[config.mk]
export PLATFORM = sky130hd
export DESIGN_NAME = instr_fetch_unit
export DESIGN_NICKNAME = d
export VERILOG_FILES = /design/src/rtl/instr_fetch_unit.sv
export SDC_FILE = /design/constraint.sdc
export NUM_CORES = 1
export LEC_CHECK = 0
export CAP_MARGIN = 20
export CORE_MARGIN = 2
export CORE_UTILIZATION = 40
export CTS_BUF_LIST = sky130_fd_sc_hd__clkbuf_16
export DETAILED_ROUTE_END_ITERATION = 6
export PLACE_DENSITY = 0.68
export SYNTH_ARGS = -nofsm -noshare
export SYNTH_HDL_FRONTEND = slang
export SYNTH_SLANG_ARGS = --single-unit
[constraint.sdc]
create_clock -name clk -period 9.3 [get_ports clk]
set_input_delay 0.93 -clock clk [delete_from_list [all_inputs] [get_ports clk]]
set_output_delay 0.93 -clock clk [all_outputs]
set_load 0.005 [all_outputs]
[src/rtl/instr_fetch_unit.sv]
// Instruction fetch stage: single-outstanding imem request per accepted PC,
// returned words queued with their fetch address for decode; flush drops everything.
module instr_fetch_unit #(
    parameter int ADDR_WIDTH = 32,
    parameter int DATA_WIDTH = 32,
    parameter int FIFO_DEPTH = 2
) (
    input  logic                  clk,
    input  logic                  reset,
    input  logic [ADDR_WIDTH-1:0] fetch_addr,
    input  logic                  addr_valid,
    output logic                  addr_ready,
    output logic                  imem_req,
    output logic [ADDR_WIDTH-1:0] imem_addr,
    input  logic                  imem_ack,
    input  logic [DATA_WIDTH-1:0] imem_rdata,
    input  logic                  flush,
    output logic                  instr_valid,
    input  logic                  instr_ready,
    output logic [DATA_WIDTH-1:0] instr,
    output logic [ADDR_WIDTH-1:0] instr_pc
);

    localparam int PTR_W = (FIFO_DEPTH > 1) ? $clog2(FIFO_DEPTH) : 1;
    localparam int CNT_W = PTR_W + 1;
    localparam logic [CNT_W-1:0] DEPTH_C = CNT_W'(FIFO_DEPTH);

    typedef enum logic [1:0] {
        IDLE,
        WAIT,
        DROP
    } state_t;

    state_t            state;
    logic [CNT_W-1:0]  count;
    logic [PTR_W-1:0]  wr_ptr;
    logic [PTR_W-1:0]  rd_ptr;
    logic [DATA_WIDTH-1:0] data_q [FIFO_DEPTH];
    logic [ADDR_WIDTH-1:0] pc_q   [FIFO_DEPTH];

    logic accept;
    logic push;
    logic pop;

    assign addr_ready  = !reset && (state == IDLE) && !flush && (count < DEPTH_C);
    assign accept      = addr_valid && addr_ready;
    assign push        = (state == WAIT) && imem_ack && !flush;
    assign instr_valid = (count != '0);
    assign pop         = instr_valid && instr_ready && !flush;

    // Head is gated so the outputs read zero whenever the buffer is empty.
    assign instr    = instr_valid ? data_q[rd_ptr] : '0;
    assign instr_pc = instr_valid ? pc_q[rd_ptr]   : '0;

    always_ff @(posedge clk) begin
        if (reset) begin
            state     <= IDLE;
            imem_req  <= 1'b0;
            imem_addr <= '0;
            count     <= '0;
            wr_ptr    <= '0;
            rd_ptr    <= '0;
        end else begin
            case (state)
                IDLE: begin
                    if (accept) begin
                        imem_addr <= fetch_addr;
                        imem_req  <= 1'b1;
                        state     <= WAIT;
                    end
                end
                WAIT: begin
                    // An ack coincident with flush retires the request but its data is dropped.
                    if (imem_ack) begin
                        imem_req <= 1'b0;
                        state    <= IDLE;
                    end else if (flush) begin
                        state <= DROP;
                    end
                end
                DROP: begin
                    if (imem_ack) begin
                        imem_req <= 1'b0;
                        state    <= IDLE;
                    end
                end
                default: begin
                    imem_req <= 1'b0;
                    state    <= IDLE;
                end
            endcase

            if (flush) begin
                count  <= '0;
                wr_ptr <= '0;
                rd_ptr <= '0;
            end else begin
                if (push) wr_ptr <= wr_ptr + PTR_W'(1);
                if (pop)  rd_ptr <= rd_ptr + PTR_W'(1);
                case ({push, pop})
                    2'b10:   count <= count + CNT_W'(1);
                    2'b01:   count <= count - CNT_W'(1);
                    default: count <= count;
                endcase
            end
        end
    end

    // Payload storage carries no reset; validity is tracked by count alone.
    always_ff @(posedge clk) begin
        if (push) begin
            data_q[wr_ptr] <= imem_rdata;
            pc_q[wr_ptr]   <= imem_addr;
        end
    end

endmodule

==> results of run 1 <==
-- registers in the layout, indices dropped and copies added (netlist names), named ones only --
| register | flops |
|---|---|
| rd_ptr | 1 |
| wr_ptr | 1 |
| imem_addr | 32 |
| state | 2 |
| count | 2 |
| data_q | 64 |
| pc_q | 64 |
| imem_req | 1 |
-- cells by family after synthesis --
| kind of cell | Yosys count | share of synthesized area (%) |
|---|---|---|
| fa+ha+maj | 4 | 0.766 |
| compound gates | 40 | 5.25 |
| xor+xnor | 5 | 0.671 |
| flops | 168 | 71.1 |
| buf+inv | 31 | 3.07 |
| simple gates | 147 | 9.31 |
| mux | 64 | 9.81 |
-- layout make-up --
| class | instances | area, um2 | area share [%] |
|---|---|---|---|
| repair buffers | 174 | 1760 | 19.7 |
| well taps | 216 | 270 | 3.02 |
| clock inverters | 13 | 73.8 | 0.825 |
| clock buffers | 19 | 475 | 5.31 |
| multi-input cells | 260 | 1700 | 19.0 |
| flip-flops and latches | 168 | 4650 | 52.0 |
| inverters | 4 | 15.0 | 0.168 |
-- per-stage QoR --
step                util, %  cell area, um2
floorplan                 -            6530
global placement       52.3            8340
detailed placement     52.5            8370
CTS                    55.9            8920
global route           56.1            8950
finish                 56.1            8950
-- placed cells by master, fill, tap and decap left out, types with 6 or more instances in the layout --
cell type	n
clkdlybuf4s50_1	167
edfxtp_1	128
nor2_1	66
mux2i_1	64
nand2_1	60
dfxtp_1	39
a21oi_2	31
clkbuf_16	19
inv_1	7
nand2_2	6
-- layer usage --
layer  wire (um)  up-vias
li1            -     1961
met1        5750     1960
met2        6750      106
met3         686       23
met4         262        0
met5           0        -
-- power by group through the flow --
stage	sequential (uW)	clock [uW]	combinational, uW
after detailed placement	837	0	78.4
after CTS	821	657	78.8
after global placement	836	0	75.3
after floorplan	836	0	28.8
final	820	643	77.7
after global routing	821	686	83.7
-- how the worst max path moves through the flow --
stage / from / to / cells past startpoint
2_1_floorplan: flush / data_q[0][0] / 4
3_3_place_gp: flush / addr_ready / 4
3_5_place_dp: flush / addr_ready / 4
4_1_cts: flip-flop / instr_pc[1] / 3
5_1_grt: flush / addr_ready / 4
6_report: flush / addr_ready / 4
==> flow_summary.json, run 1 <==
{
  "use_met1_pct": 18.9,
  "grt_pass1_wl_mm": 21.4,
  "grtUsageTotal_pct": 15.9,
  "setup_viol": 0,
  "drt-initial-drc-count": 145,
  "grt_pass1_vias": 4237,
  "place_ws_ps": 5930,
  "dp.cells": 821,
  "rows": 46,
  "crit_family": "buffers and inverters",
  "synth_cell_types": 32,
  "critPathKind": "in2out",
  "drv_slew": 0,
  "fin_nets": 699,
  "p_int_uw": 1230,
  "relSlewSlack_pct": 40.2,
  "htreeDepth": 4,
  "fill_cells": 1312,
  "hold_depth": 0,
  "fmax_ghz": 0.296,
  "hp-class": "reg2reg",
  "clkLatencyLatePin_ps": 420,
  "gr-total-overflow": 0,
  "hold_path_end": "pc_q[0][31]",
  "dieArea_um2": 17400,
  "viasPerCell": 4.74,
  "crit_slowest_cell": "clkdlybuf4s50_1",
  "fp.dieH_um": 132,
  "drive_gt1_share_pct": 12.9,
  "yosys-top-cells-area": "edfxtp_1 (59%), dfxtp_1 (12%), mux2i_1 (9.8%), a21oi_2 (4.2%), nor2_1 (3.9%)",
  "post_cts_buffers": 0,
  "period_share_pct": 36.4,
  "p_per_area_nw_per_um2": 172,
  "use_met3_pct": 4.54,
  "r2r_start": "count[1]",
  "cts_tree": "done",
  "cts_hold_buf": 0,
  "finalCriticalPeriod_ps": 3380,
  "die_x_um": 132,
  "synth-seq-cells": 168,
  "clkPwrFrac_pct": 41.7,
  "vdd_drop_max_uv": 125,
  "grt_use_met2_pct": 27.4,
  "p_sw_share_pct": 20.2,
  "postSynthAreaPerCell_um2": 14.2,
  "core-area_um2": 15900,
  "start_kind": "primary input",
  "synth-edff-count": 128,
  "path_buf_inv": 2,
  "dp_hpwl_mm": 8.66,
  "max_slew.worst_pin.slew_ps": 897,
  "path_clk_slew_ps": 60,
  "status": "finished, final reports clean",
  "top_usage_layer": "met2",
  "wl_per_cell_um": 15.7,
  "initial_core_util_pct": 41.0,
  "cp_common_cell": "clkdlybuf4s50_1",
  "root_buffer": "clkbuf_16",
  "ys.flop_type": "edfxtp_1",
  "max_stage_delay_ps": 590,
  "io_pins": 169,
  "instances_no_fill": 854,
  "cp.arrival_ps": 2450,
  "synth-async-reset-ratio_pct": 0,
  "antenna_cells": 0,
  "switchingPower_uw": 312,
  "cts_resized": 0,
  "io_buffer_count": 168,
  "r2r_end": "count[1]",
  "cp.required_ps": 8370,
  "synth_nets": 533,
  "fin_tns_setup_ps": 0,
  "gp_congestion": 0.700,
  "clock_skew_ps": 6.18,
  "yosys.area.top_type_share_pct": 58.9,
  "holdWs_ps": 481,
  "worstSetupEndpointType": "output pin",
  "antenna_left": 0,
  "hold_start": "imem_addr[31]",
  "p_leak_uw": 0.00289,
  "synthToLayoutAreaGrowth_pct": 37.0,
  "via_count": 4050,
  "grt_max_degree": 66,
  "final.setup.worst_slack_ps": 5920,
  "synth_cells": 459,
  "max_cap_violations": 0,
  "wirelength_mm": 13.4,
  "reg2reg_slack_ps": 7010,
  "cp_max_fo": 8,
  "ff2ff_path_depth": 9,
  "antenna_found_initial": 0,
  "path_cells": "clkdlybuf4s50_1 > nor3_4 > and2_1 > clkdlybuf4s50_1",
  "ys_warn_count": 0,
  "synth_area_um2": 6530,
  "first_pass_iters": 5,
  "synth_common_cells": "edfxtp_1 (128), nor2_1 (68), mux2i_1 (64)",
  "synth.largest_area_cell": "edfxtp_1",
  "drc_errors": 0,
  "clock_path_buffers": 2,
  "hold_violations": 0,
  "yosys.cell_count.top_type": "edfxtp_1",
  "grt_setup_unrepaired": "false",
  "totalPowerFinal_uw": 1540,
  "p_seq_share_pct": 53.2,
  "numCtsBuffers": 17,
  "clock_sinks": 168,
  "combPwrFrac_pct": 5.0,
  "synth_seq_area_share_pct": 71.1
}
(Power assumes the default switching activity.)
==> run 2, diff against run 1 <==
==> constraint.sdc (replaced) <==
create_clock -name clk -period 3.2 [get_ports clk]
set_input_delay 0.32 -clock clk [delete_from_list [all_inputs] [get_ports clk]]
set_output_delay 0.32 -clock clk [all_outputs]
set_load 0.005 [all_outputs]
==> run 2 against run 1 <==
  * Routed wire length is 0.63% higher
  * Clock skew is 0.72 ps lower
  * Worst hold slack got worse by 27 ps
  * Global-route usage rose by 0.13 points
  * Design area decreased by 0.25%
  * Critical path type is now reg2out
==> flow_summary.json, run 2 (synthesis results as in run 1) <==
{
  "utilization_pct": 56.0,
  "grt_max_degree": 45,
  "hold_start": "fetch_addr[18]",
  "r2r_end": "data_q[0][30]",
  "layout_common_cells": "clkdlybuf4s50_1 (167), edfxtp_1 (128), nor2_1 (66), mux2i_1 (64), nand2_1 (60)",
  "viasPerCell": 4.75,
  "die_x_um": 132,
  "fmax_ghz": 0.388,
  "antenna_cells": 0,
  "drt-initial-drc-count": 247,
  "clock_sinks": 168,
  "p_per_area_nw_per_um2": 493,
  "gr-total-overflow": 0,
  "worstSetupEndpointType": "output pin",
  "first_pass_iters": 4,
  "grtUsageTotal_pct": 16.1,
  "via_count": 4064,
  "drc_errors": 0,
  "grt_pass1_wl_mm": 21.7,
  "hold_depth": 3,
  "vdd_drop_max_uv": 361,
  "ff2ff_path_depth": 6,
  "p_leak_uw": 0.00287,
  "fin_tns_setup_ps": 0,
  "antenna_found_initial": 0,
  "htreeDepth": 4,
  "max_cap_violations": 0,
  "relSlewSlack_pct": 58.5,
  "drive_gt1_share_pct": 12.4,
  "initial_core_util_pct": 41.0,
  "cp.arrival_ps": 2260,
  "numCtsBuffers": 17,
  "fp.dieH_um": 132,
  "grt_setup_unrepaired": "false",
  "cts_tree": "done",
  "max_slew.worst_pin.slew_ps": 623,
  "critPathKind": "reg2out",
  "root_buffer": "clkbuf_16",
  "top_regs": "data_q (64), pc_q (64), imem_addr (32)",
  "rows": 46,
  "wirelength_mm": 13.5,
  "finalCriticalPeriod_ps": 2580,
  "cts_hold_buf": 0,
  "clock_skew_ps": 5.47,
  "reg2reg_slack_ps": 1230,
  "grt_pass1_vias": 4212,
  "cp.required_ps": 2880,
  "hold_path_end": "imem_addr[18]",
  "cp_max_fo": 41,
  "layout_commonest_cell": "clkdlybuf4s50_1",
  "totalPowerFinal_uw": 4400,
  "drv_slew": 0,
  "clkLatencyLatePin_ps": 420,
  "io_pins": 169,
  "start_kind": "flip-flop",
  "placedInstanceArea_um2": 8410,
  "gp_congestion": 0.740,
  "setup_viol": 0,
  "dp_hpwl_mm": 9.16,
  "post_cts_buffers": 0,
  "r2r_start": "state[1]",
  "core-area_um2": 15900,
  "status": "finished, final reports clean",
  "antenna_left": 0,
  "clock_path_buffers": 2,
  "fin_nets": 700,
  "final_area_um2": 8920,
  "cts_resized": 0,
  "hp-class": "in2reg",
  "dieArea_um2": 17400,
  "hold_violations": 0,
  "path_clk_slew_ps": 60,
  "wl_per_cell_um": 15.8,
  "synthToLayoutAreaGrowth_pct": 36.7,
  "io_buffer_count": 168,
  "period_share_pct": 80.5
}
[run 2: worst max-delay path by stage]
stage / startpoint / slack [ps] / to / cells past startpoint
finish: flip-flop / 620 / instr_pc[24] / 4
floorplan: state[1] / 290 / data_q[0][0] / 5
detailed placement: flush / 860 / data_q[0][30] / 5
CTS: flip-flop / 600 / instr_pc[24] / 4
global placement: flush / 910 / pc_q[1][2] / 4
global route: flip-flop / 530 / instr_pc[23] / 4
[run 2: critical path: stages (launching register included)]
cell	delay (ps)
dfxtp_4	620
buf_12	330
mux2i_1	130
nor2_1	170
clkdlybuf4s50_1	530
[run 2: stage by stage]
step | hold WS, ps | setup slack [ps] | std cells
floorplan | 419 | 290 | 459
global placement | 466 | 909 | 823
detailed placement | 485 | 856 | 823
CTS | 438 | 599 | 855
global route | 451 | 533 | 855
finish | 455 | 624 | 855
[run 2: power by group]
part / internal, uW / total, uW / switching, uW
sequential: 2370 / 2380 / 19.3
combinational: 132 / 224 / 92.0
clock: 1010 / 1790 / 775
total: 3510 / 4400 / 886
[run 2: per-layer routing]
metal	routed length, um	vias to the layer above	share of wire, %	track usage [%]
li1	-	1963	-	-
met1	5950	1938	44	19.6
met2	6520	129	48	26.4
met3	620	34	4.6	4.04
met4	438	0	3.2	8.57
met5	0	-	0	0
[run 2: area by class of cell]
| class | instances | area [um2] |
|---|---|---|
| clock inverters | 14 | 67.6 |
| well taps | 216 | 270 |
| flip-flops and latches | 168 | 4650 |
| inverters | 4 | 15.0 |
| clock buffers | 18 | 450 |
| multi-input cells | 260 | 1710 |
| repair buffers | 175 | 1770 |
| fillers | 1329 | 7020 |
==> run 3, diff against run 2 <==
--- a/config.mk
+++ b/config.mk
@@ -10,7 +10,7 @@
 export CORE_UTILIZATION = 40
 export CTS_BUF_LIST = sky130_fd_sc_hd__clkbuf_16
 export DETAILED_ROUTE_END_ITERATION = 6
-export PLACE_DENSITY = 0.68
+export PLACE_DENSITY = 0.7
 export SYNTH_ARGS = -nofsm -noshare
 export SYNTH_HDL_FRONTEND = slang
 export SYNTH_SLANG_ARGS = --single-unit
==> constraint.sdc (replaced) <==
create_clock -name clk -period 2.1 [get_ports clk]
set_input_delay 0.21 -clock clk [delete_from_list [all_inputs] [get_ports clk]]
set_output_delay 0.21 -clock clk [all_outputs]
set_load 0.005 [all_outputs]
==> run 3 against run 2 <==
  * Worst setup slack got worse by 590 ps
  * Combinational power increased by 60%
  * Via count increased by 0.81%
  * Worst hold slack got worse by 230 ps
==> flow_summary.json, run 3 (synthesis results as in run 1) <==
{
  "period_share_pct": 98.4,
  "htreeDepth": 4,
  "r2r_end": "count[1]",
  "antenna_left": 0,
  "synthToLayoutAreaGrowth_pct": 43.0,
  "dp_hpwl_mm": 9.55,
  "root_buffer": "clkbuf_16",
  "dieArea_um2": 17400,
  "fin_tns_setup_ps": 0,
  "layout_common_cells": "clkdlybuf4s50_1 (139), edfxtp_1 (128), nor2_1 (66), mux2i_1 (63), nand2_1 (59)",
  "p_seq_share_pct": 51.8,
  "rows": 46,
  "start_kind": "flip-flop",
  "met3_length_um": 690,
  "first_pass_iters": 5,
  "worstSetupEndpointType": "output pin",
  "r2r_start": "count[1]",
  "cp.required_ps": 1890,
  "placedInstanceArea_um2": 8540,
  "p_per_area_nw_per_um2": 751,
  "instances_no_fill": 873,
  "p_int_uw": 5650,
  "setup.worst_path.end": "instr[0]",
  "max_slew.worst_pin.slew_ps": 455,
  "grt_max_degree": 44,
  "gp_congestion": 0.742,
  "cp.arrival_ps": 1860,
  "fmax_ghz": 0.484,
  "gr-total-overflow": 0,
  "wl_per_cell_um": 16.6,
  "p_sw_share_pct": 19.4,
  "initial_core_util_pct": 41.0,
  "drt-initial-drc-count": 184,
  "vdd_drop_max_uv": 559,
  "relSlewSlack_pct": 69.7,
  "fill_cells": 1290,
  "antenna_found_initial": 0,
  "combPwrFrac_pct": 5.1,
  "hold_violations": 0,
  "cp_max_fo": 9,
  "clkLatencyLatePin_ps": 420,
  "die_x_um": 132,
  "core-area_um2": 15900,
  "status": "finished, final reports clean",
  "top_regs": "data_q (64), pc_q (64), imem_addr (32)",
  "hp-class": "in2reg",
  "drive_gt1_share_pct": 16.3,
  "holdWs_ps": 225,
  "numCtsBuffers": 17,
  "grt_pass1_vias": 4087,
  "grt_pass1_wl_mm": 21.2,
  "io_pins": 169,
  "finalCriticalPeriod_ps": 2070,
  "wl_met1_mm": 6.42,
  "final_area_um2": 9340,
  "viasPerCell": 4.69,
  "io_buffer_count": 168,
  "drv_slew": 0,
  "p_leak_uw": 0.00337,
  "wirelength_mm": 14.5,
  "clock_path_buffers": 2,
  "via_count": 4097,
  "dr_wl_met2_mm": 7.11,
  "clock_sinks": 168,
  "antenna_cells": 0,
  "hold_depth": 2,
  "utilization_pct": 58.6,
  "cts_tree": "done",
  "grtUsageTotal_pct": 15.9,
  "ff2ff_path_depth": 9,
  "critPathKind": "reg2out",
  "max_cap_violations": 0,
  "setup_viol": 0,
  "clock_skew_ps": 6.65,
  "highest_layer": "met4",
  "switchingPower_uw": 1360,
  "layout_commonest_cell": "clkdlybuf4s50_1",
  "fin_nets": 718,
  "fp.dieH_um": 132,
  "path_clk_slew_ps": 60,
  "drc_errors": 0,
  "cts_hold_buf": 0,
  "dp.cells": 831,
  "reg2reg_slack_ps": 450,
  "clkPwrFrac_pct": 43.1
}
==> run 3: cell types whose count changed in the layout (fill, tap and decap cells not counted), moves of 3 or more <==
cell and change:
dlymetal6s2s_1 +13, clkbuf_16 +8, dlygate4sd2_1 +15, buf_4 +6, clkdlybuf4s50_1 -28, inv_4 -3
dfxtp_2 +4, buf_12 +5, dfxtp_1 -4
==> run 3: worst max-delay path, stage by stage, from the launching register on <==
cell             delay [ps]
dfxtp_4                 350
buf_4                   170
clkbuf_16               180
mux2i_1                 120
nor2_1                  100
clkdlybuf4s50_1         520
==> run 3: worst min-delay path by stage <==
stage	slack [ps]	to	startpoint
CTS	220	imem_addr[13]	reset
finish	220	imem_addr[13]	reset
global placement	470	pc_q[0][16]	imem_addr[16]
global route	240	imem_addr[31]	reset
floorplan	310	data_q[0][0]	imem_rdata[0]
detailed placement	470	pc_q[0][8]	imem_addr[8]
==> run 3: metrics by stage <==
stage / power [uW] / setup WS, ps
2_1_floorplan: 3830 / -5.96
3_3_place_gp: 4050 / 247
3_5_place_dp: 4060 / 226
4_1_cts: 7070 / -59.5
5_1_grt: 7240 / -20.1
6_report: 7010 / 33.1
==> run 3: cell type report <==
cell class                 instances  area, um2  share of cell area [%]
clock buffer                      22        551                    5.90
clock inverter                    10       45.0                   0.482
inverter                           4       15.0                   0.161
multi-input combinational        260       1730                    18.5
sequential                       168       4650                    49.8
tap                              216        270                    2.89
timing repair buffer             193       2080                    22.2
==> run 3: what timing repair did <==
item	4_1_cts	5_1_grt
setup endpoints to repair	64	41
resized for setup	19	17
pin swaps	1	2
cloned	0	5
setup buffers	2	3
==> run 3: layer usage <==
metal / GRT usage [%] / up-vias
li1: - / 1995
met1: 19.8 / 1962
met2: 26.1 / 119
met3: 3.92 / 21
met4: 7.91 / 0
met5: 0 / -
==> run 3: power by group through the flow <==
stage	Sequential, uW	Combinational, uW	Clock, uW
2_1_floorplan	3700	130	0
3_3_place_gp	3700	351	0
3_5_place_dp	3700	359	0
4_1_cts	3630	361	3080
5_1_grt	3640	385	3220
6_report	3630	359	3020
